<file path="config.mk">
export PLATFORM = sky130hd
export DESIGN_NAME = alu_exec_ctrl
export DESIGN_NICKNAME = d
export VERILOG_FILES = /design/src/rtl/alu_exec_ctrl.sv
export SDC_FILE = /design/constraint.sdc
export NUM_CORES = 1
export LEC_CHECK = 0
export CORE_ASPECT_RATIO = 1.75
export CORE_MARGIN = 1
export CORE_UTILIZATION = 30
export DETAILED_ROUTE_END_ITERATION = 12
export PLACE_DENSITY = 0.58
export SLEW_MARGIN = 20
export SYNTH_ARGS = -nofsm -noshare
export SYNTH_HDL_FRONTEND = slang
export SYNTH_SLANG_ARGS = --single-unit
</file>
<file path="constraint.sdc">
create_clock -name clk -period 2.42 [get_ports clk]
set_input_delay 0.363 -clock clk [delete_from_list [all_inputs] [get_ports clk]]
set_output_delay 0.363 -clock clk [all_outputs]
set_load 0.05 [all_outputs]
</file>
<file path="src/rtl/alu_exec_ctrl.sv">
// Execution sequencer around a combinational ALU: reads operands from a small
// register file, drives the ALU for one cycle, writes back and hands off the result.
module alu_exec_ctrl #(
  parameter  int NREG = 8,
  parameter  int DW   = 32,
  parameter  int CNTW = 16,
  localparam int AW   = $clog2(NREG)
) (
  input  logic            clk,
  input  logic            rst_n,
  input  logic            instr_valid,
  output logic            instr_ready,
  input  logic [3:0]      instr_op,
  input  logic [AW-1:0]   instr_rd,
  input  logic [AW-1:0]   instr_rs1,
  input  logic [AW-1:0]   instr_rs2,
  input  logic            ld_valid,
  output logic            ld_ready,
  input  logic [AW-1:0]   ld_addr,
  input  logic [DW-1:0]   ld_data,
  output logic [3:0]      alu_sel,
  output logic [DW-1:0]   alu_a,
  output logic [DW-1:0]   alu_b,
  input  logic [DW-1:0]   alu_out,
  input  logic            alu_over,
  input  logic            alu_under,
  output logic            res_valid,
  input  logic            res_ready,
  output logic [DW-1:0]   res_data,
  output logic [AW-1:0]   res_rd,
  output logic            res_over,
  output logic            res_under,
  output logic            res_err,
  output logic            sticky_over,
  output logic            sticky_under,
  input  logic            flag_clr,
  output logic [CNTW-1:0] instr_count
);

  // Opcodes 0..OP_LAST are defined by the ALU; anything above is reported as an error.
  localparam logic [3:0] OP_LAST = 4'd11;

  typedef enum logic [1:0] {IDLE, EXEC, RESP} state_t;

  state_t state, state_nxt;
  logic [NREG-1:0][DW-1:0] rf;

  logic accept, ld_fire, in_exec, op_undef, wb_en, set_over, set_under;

  assign accept    = (state == IDLE) && instr_valid;
  assign ld_fire   = ld_valid && ld_ready;
  assign in_exec   = (state == EXEC);
  assign op_undef  = (alu_sel > OP_LAST);
  assign wb_en     = in_exec && !op_undef;
  assign set_over  = wb_en && alu_over;
  assign set_under = wb_en && alu_under;

  always_ff @(posedge clk or negedge rst_n) begin
    if (!rst_n) state <= IDLE;
    else        state <= state_nxt;
  end

  always_comb begin
    state_nxt   = state;
    instr_ready = 1'b0;
    ld_ready    = 1'b0;
    res_valid   = 1'b0;
    case (state)
      IDLE: begin
        instr_ready = 1'b1;
        ld_ready    = 1'b1;
        if (instr_valid) state_nxt = EXEC;
      end
      EXEC: state_nxt = RESP;
      RESP: begin
        ld_ready  = 1'b1;
        res_valid = 1'b1;
        if (res_ready) state_nxt = IDLE;
      end
      default: state_nxt = IDLE;
    endcase
  end

  always_ff @(posedge clk or negedge rst_n) begin
    if (!rst_n) begin
      rf           <= '0;
      alu_sel      <= '0;
      alu_a        <= '0;
      alu_b        <= '0;
      res_data     <= '0;
      res_rd       <= '0;
      res_over     <= 1'b0;
      res_under    <= 1'b0;
      res_err      <= 1'b0;
      sticky_over  <= 1'b0;
      sticky_under <= 1'b0;
      instr_count  <= '0;
    end else begin
      // rf[0] is never written, so reading it directly always yields zero.
      if (accept) begin
        alu_sel <= instr_op;
        alu_a   <= rf[instr_rs1];
        alu_b   <= rf[instr_rs2];
        res_rd  <= instr_rd;
      end
      if (in_exec) begin
        res_data  <= alu_out;
        res_over  <= set_over;
        res_under <= set_under;
        res_err   <= op_undef;
      end
      // Loads are blocked during EXEC, so writeback and load never meet.
      for (int i = 1; i < NREG; i++) begin
        if (wb_en && res_rd == AW'(i))
          rf[i] <= alu_out;
        else if (ld_fire && ld_addr == AW'(i))
          rf[i] <= ld_data;
      end
      sticky_over  <= (sticky_over  && !flag_clr) || set_over;
      sticky_under <= (sticky_under && !flag_clr) || set_under;
      if (res_valid && res_ready) instr_count <= instr_count + 1'b1;
    end
  end

endmodule

</file>
== Word-level counts from Yosys, hierarchy flattened ==
Cells that the tools add are included.
Operators by class
  eq/ne operators: 18
  reductions and logical operators: 36
  mux-type cells: 24
  $lt $le $gt $ge: 3
  $add $sub $neg: 1
Operators by type and width (number)
  $mux W32: 16
  $bmux W32 S3: 2
  $eq A3 B3 Y1 const B: 8
  $logic_and A1 B1 Y1: 22
  $add A16 B1 Y16 const B: 1
  $reduce_bool A2 Y1: 7
  $eq A3 B2 Y1 const B: 4
  $lt A3 B4 Y1 const B: 2
  $eq A3 B1 Y1 const B: 2
  $pmux W2 S3: 1
  $gt A4 B4 Y1 const B: 1
  $mux W2: 2
  $ne A2 B2 Y1 const B: 2
  $mux W1: 3
  $eq A2 B1 Y1 const B: 1
  $eq A2 B2 Y1 const B: 1
  $logic_not A1 Y1: 2
  $logic_not A2 Y1: 1
  $logic_or A1 B1 Y1: 2
  $reduce_and A2 Y1: 1
  $reduce_or A2 Y1: 1
Storage, ports and cells
  output and inout port bits: 127
  bits in registers: 350
  bits of input ports: 88

== Depth between registers and ports, before layout ==
Gate-level depths: netlist (run 1).
  depth after elaboration: 7
  depth in mapped cells: 7

== Worst setup path before layout (run 1) ==
No wires, ideal clock.
  path kind: register to register
  start: register state[0]
  end: register alu_a[10]
  path buffers: 2
  arrival: 2.025 ns
  cell stages (with the launch flop): 7
  clock period less this slack: 2.160 ns
  setup slack: 0.260 ns
  cells stage by stage: dfrtp_1 > nor2_1 > nand2_1 > clkbuf_1 > clkbuf_1 > nand2_1 > o21ai_0
Between the ends
  longest elaborated chain between the ends: 2
Ends and longest elaborated chain
  start, declared: RTL line 45  | state_t state, state_nxt;
  start signal, assigned: RTL line 60  | else state <= state_nxt;
  $logic_not A2 Y1: RTL line 50  | assign accept = (state == IDLE) && instr_valid;
  $logic_and A1 B1 Y1: RTL line 50
  end signal, assigned: RTL line 102  | alu_a <= rf[instr_rs1];
  end, declared: RTL line 22  | output logic [DW-1:0] alu_a,
Every way passes these cells.
A chain may end at the register's enable or synchronous reset.

== Worst setup path in the final report (run 1) ==
  start: register state[0]
  end: register rf[51] (netlist name)
Between the ends
  longest elaborated chain between the ends: 6
Ends and longest elaborated chain
  $eq A2 B2 Y1 / $logic_not A2 Y1 (equally long branches): RTL line 68  | case (state)
  $reduce_or A2 Y1 (no line)
  $mux W1: RTL line 68
  $logic_and A1 B1 Y1: RTL line 51  | assign ld_fire = ld_valid && ld_ready;
  $logic_and A1 B1 Y1: RTL line 116  | else if (ld_fire && ld_addr == AW'(i))
  $reduce_bool A2 Y1 (no line)
  end signal, assigned by index: RTL line 115  | rf[i] <= alu_out;
  end signal, assigned by index: RTL line 117  | rf[i] <= ld_data;
  end, declared: RTL line 46  | logic [NREG-1:0][DW-1:0] rf;
Parallel ways exist; a longest one is shown, timed or not.

==> results.sh, run 1 <==
export IMPL_power_w=0.02839
export IMPL_finalInstanceArea_um2=22660
export IMPL_cts_buffers=36
export IMPL_grt_usage_pct=21.51
export IMPL_layout_setup_ws_ns=0.06799
export IMPL_antenna_found_initial=2
export IMPL_p_sw_w=0.01168
export IMPL_multiInputGateArea_um2=8711
export IMPL_synth_seq_cells=350
export IMPL_hpwlAfterDp_um=43230
export IMPL_cts_tree="built"
export IMPL_ff2ff_path_depth=5
export IMPL_row_count=119
export IMPL_syn_num_nets=1724
export IMPL_start_kind="register"
export IMPL_syn_area_um2=18180
export IMPL_drt_pass1_iter_count=5
export IMPL_grt_pass1_wl_um=100400
export IMPL_cts_max_path_buffers=3
export IMPL_htree_levels=2
export IMPL_synth_compound_area_share_pct=23.61
export IMPL_drc=0
export IMPL_fillCellCount=5875
export IMPL_die_area_um2=61640
export IMPL_postCtsSetupRepairBufs=0
export IMPL_synth_xor_area_share_pct=0.6743
export IMPL_port_buffers=214
export IMPL_synth_top_family_by_area="compound AO/OA/AOI/OAI gates"
export IMPL_postRouteWirelength_um=68140
export IMPL_p_int_w=0.01671
export IMPL_r2r_slack_ns=0.07
export IMPL_skew_ns=0.02090
export IMPL_fmax_ghz=0.4252
export IMPL_drtIter0Drc=936
export IMPL_core_area_um2=60000
export IMPL_synth_cell_types=44
export IMPL_holdWs_ns=0.3074
export IMPL_worst_slew_pin_slew_ns=1.204
export IMPL_seqPwrFrac_pct=38.0
export IMPL_period_share_pct=97.19
export IMPL_start_util_pct=30.31
export IMPL_yosys_warnings=32
export IMPL_p_clk_share_pct=19.4
export IMPL_cts_root_buf="clkbuf_16"
export IMPL_combPwrFrac_pct=42.6
export IMPL_status="complete, no violations"
export IMPL_fin_util_pct=37.77
export IMPL_overflow=0
export IMPL_swShare_pct=41.13
export IMPL_crit_fanout=32
export IMPL_required_ns=2.89
export IMPL_finalMaxSlewViolations=0
export IMPL_drive_above_1_share_pct=17.76
export IMPL_synth_edf_count=0
export IMPL_dp_slack_ns=-0.1290
export IMPL_synthAdderAreaFrac_pct=0.06880
export IMPL_insertion_delay_ns=0.54
export IMPL_synth_area_mux_share_pct=17.19
export IMPL_vias=14910
export IMPL_avgSynthCellArea_um2=11.12
export IMPL_wl_per_cell_um=26.15
export IMPL_die_x_um=188.1
export IMPL_worst_hold_path_type="in -> async"
export IMPL_ir_drop_v=0.0006216
export IMPL_io_pins=215
export IMPL_grt_max_degree=103
export IMPL_drt_vias_per_instance=5.720
export IMPL_period_needed_ns=2.352
export IMPL_placed_area_um2=21490
export IMPL_ys_async_sr_fraction_pct=100.0
export IMPL_powerDensity_nw_per_um2=1253
export IMPL_power_leakage_nw=10.56
export IMPL_critPathKind="reg -> reg"
export IMPL_gp_congestion=0.8262
export IMPL_grt_pass1_vias=15480
export IMPL_clk_pin_slew_ns=0.06
export IMPL_synth_simple_area_share_pct=5.601
export IMPL_finalSetupViolCount=0
export IMPL_synth_flop_cell="dfrtp_1"
export IMPL_rsz0062_at_grt="false"
export IMPL_maxCapViolations=0
export IMPL_die_h_um=327.7
export IMPL_synth_seq_area_share_pct=48.16
export IMPL_critPathCaptureType="register"
export IMPL_ant_nets=0
export IMPL_finalHoldViolations=0
export IMPL_cts_sinks=350
export IMPL_slew_headroom_pct=19.55
export IMPL_timing_rr_start="state[0]"
export IMPL_r2r_end="rf[51]"
export IMPL_nNetsFinal=1886
export IMPL_regArea_um2=8758
export IMPL_syn_to_final_growth_pct=24.62
export IMPL_worstPathArrival_ns=2.82
export IMPL_netlist_instances=1635
placed cells by master, fill, tap and decap left out, types with 4 or more instances in the layout:
cell type and count:
nand2b_1 4, clkdlybuf4s50_1 204, mux2_2 150, mux2_1 10, nor2_1 71, nand2_1 100
nand4_1 6, clkbuf_1 5, mux2i_1 130, a22o_1 160, clkbuf_16 37, o21ai_1 8
inv_1 6, nor4_4 5, xnor2_1 12, o22ai_1 62, a21oi_1 64, dfrtp_1 350
o21ai_0 30, buf_4 56, nor2_4 10, a21o_1 160, o31ai_1 32, clkinv_2 9
clkbuf_8 4, a221oi_1 63, buf_12 25
timing repair:
action / CTS / global route
gates resized for setup: 3 / 2
hold buffers: 1 / 0
endpoints found under the setup margin: 34 / 3
hold endpoints to repair: 26 / 0
gates cloned: 0 / 1
worst max path at each step:
stage	cells after the start	startpoint	endpoint	slack, ns
2_1_floorplan	6	state[0]	alu_a[10]	0.26
3_3_place_gp	6	instr_rs1[0]	alu_a[21]	-0.14
3_5_place_dp	6	instr_rs1[0]	alu_a[21]	-0.13
4_1_cts	1	res_rd[2]	res_rd[2]	0.01
5_1_grt	5	state[0]	rf[51]	0.006
6_report	5	state[0]	rf[51]	0.07
flip-flops by register name, indices dropped and copies added, names as in the netlist, 2 cells and up:
| signal | count |
|---|---|
| rf | 224 |
| alu_a | 32 |
| alu_b | 32 |
| res_data | 32 |
| instr_count | 16 |
| alu_sel | 4 |
| res_rd | 3 |
| state | 2 |
synthesized netlist by cell type, types with 10 or more instances:
library cell    n  area share [%]
a22o_1        160             7.7
nor2_1         80             1.7
buf_6          11            0.68
a21oi_1        64             1.8
o22ai_1        62             2.1
clkbuf_1       82             1.7
o31ai_1        32             1.3
mux2_2        150             9.3
buf_1          38            0.78
a21o_1        160             6.6
o21ai_0        30            0.83
xnor2_1        12            0.58
mux2_1         10            0.62
buf_2          35            0.96
dfrtp_1       350              48
mux2i_1       130             7.2
nand2_1       102             2.1
a221oi_1       63             3.0
metrics by stage:
stage | TNS, ns | cells
after floorplan | 0 | 1635
after global placement | -1.757 | 2541
after detailed placement | -2.630 | 2542
after CTS | 0 | 2603
after global routing | 0 | 2605
final | 0 | 2606
layout make-up:
class	instances	area share, %
clock inverter	14	0.4859
multi-input combinational	1107	38.44
sequential	350	38.65
inverter	8	0.1325
clock buffer	46	4.411
tap	786	4.340
timing repair buffer	294	13.53
antenna	1	0.01104
cell families (layout without fill, tap and decap cells):
group	count (synthesis)	after routing
other cells	0	1
flops	350	350
mux	291	291
compound gates	579	579
buf+inv	179	362
fa+ha+maj	1	1
simple gates	221	222
xor+xnor	14	14
power by group through the flow:
stage               sequential, W  clock [W]  combinational (W)
floorplan                  0.0131          0            0.00540
global placement           0.0107          0             0.0118
detailed placement         0.0108          0             0.0121
CTS                        0.0108    0.00565             0.0121
global route               0.0111    0.00586             0.0129
finish                     0.0108    0.00551             0.0121
per-layer routing:
| layer | up-vias | wire [um] | track usage, % |
|---|---|---|---|
| li1 | 6442 | - | - |
| met1 | 7677 | 26570 | 25.27 |
| met2 | 596 | 34740 | 38.24 |
| met3 | 187 | 3784 | 3.077 |
| met4 | 4 | 3021 | 10.22 |
| met5 | - | 28 | 0 |
worst max-delay path, stage by stage, from the launching register on:
cell and delay, ns:
dfrtp_1 0.59, nand2b_4 0.25, nor4_4 0.50, buf_4 0.56
a22o_1 0.25, a21o_1 0.09
(Power assumes the default switching activity.)
==> run 2, diff against run 1 <==
- GPL_ROUTABILITY_DRIVEN: unset -> 0
==> results of run 2 <==
Same layout as run 1: the final DEF is identical, and so are final timing and power.
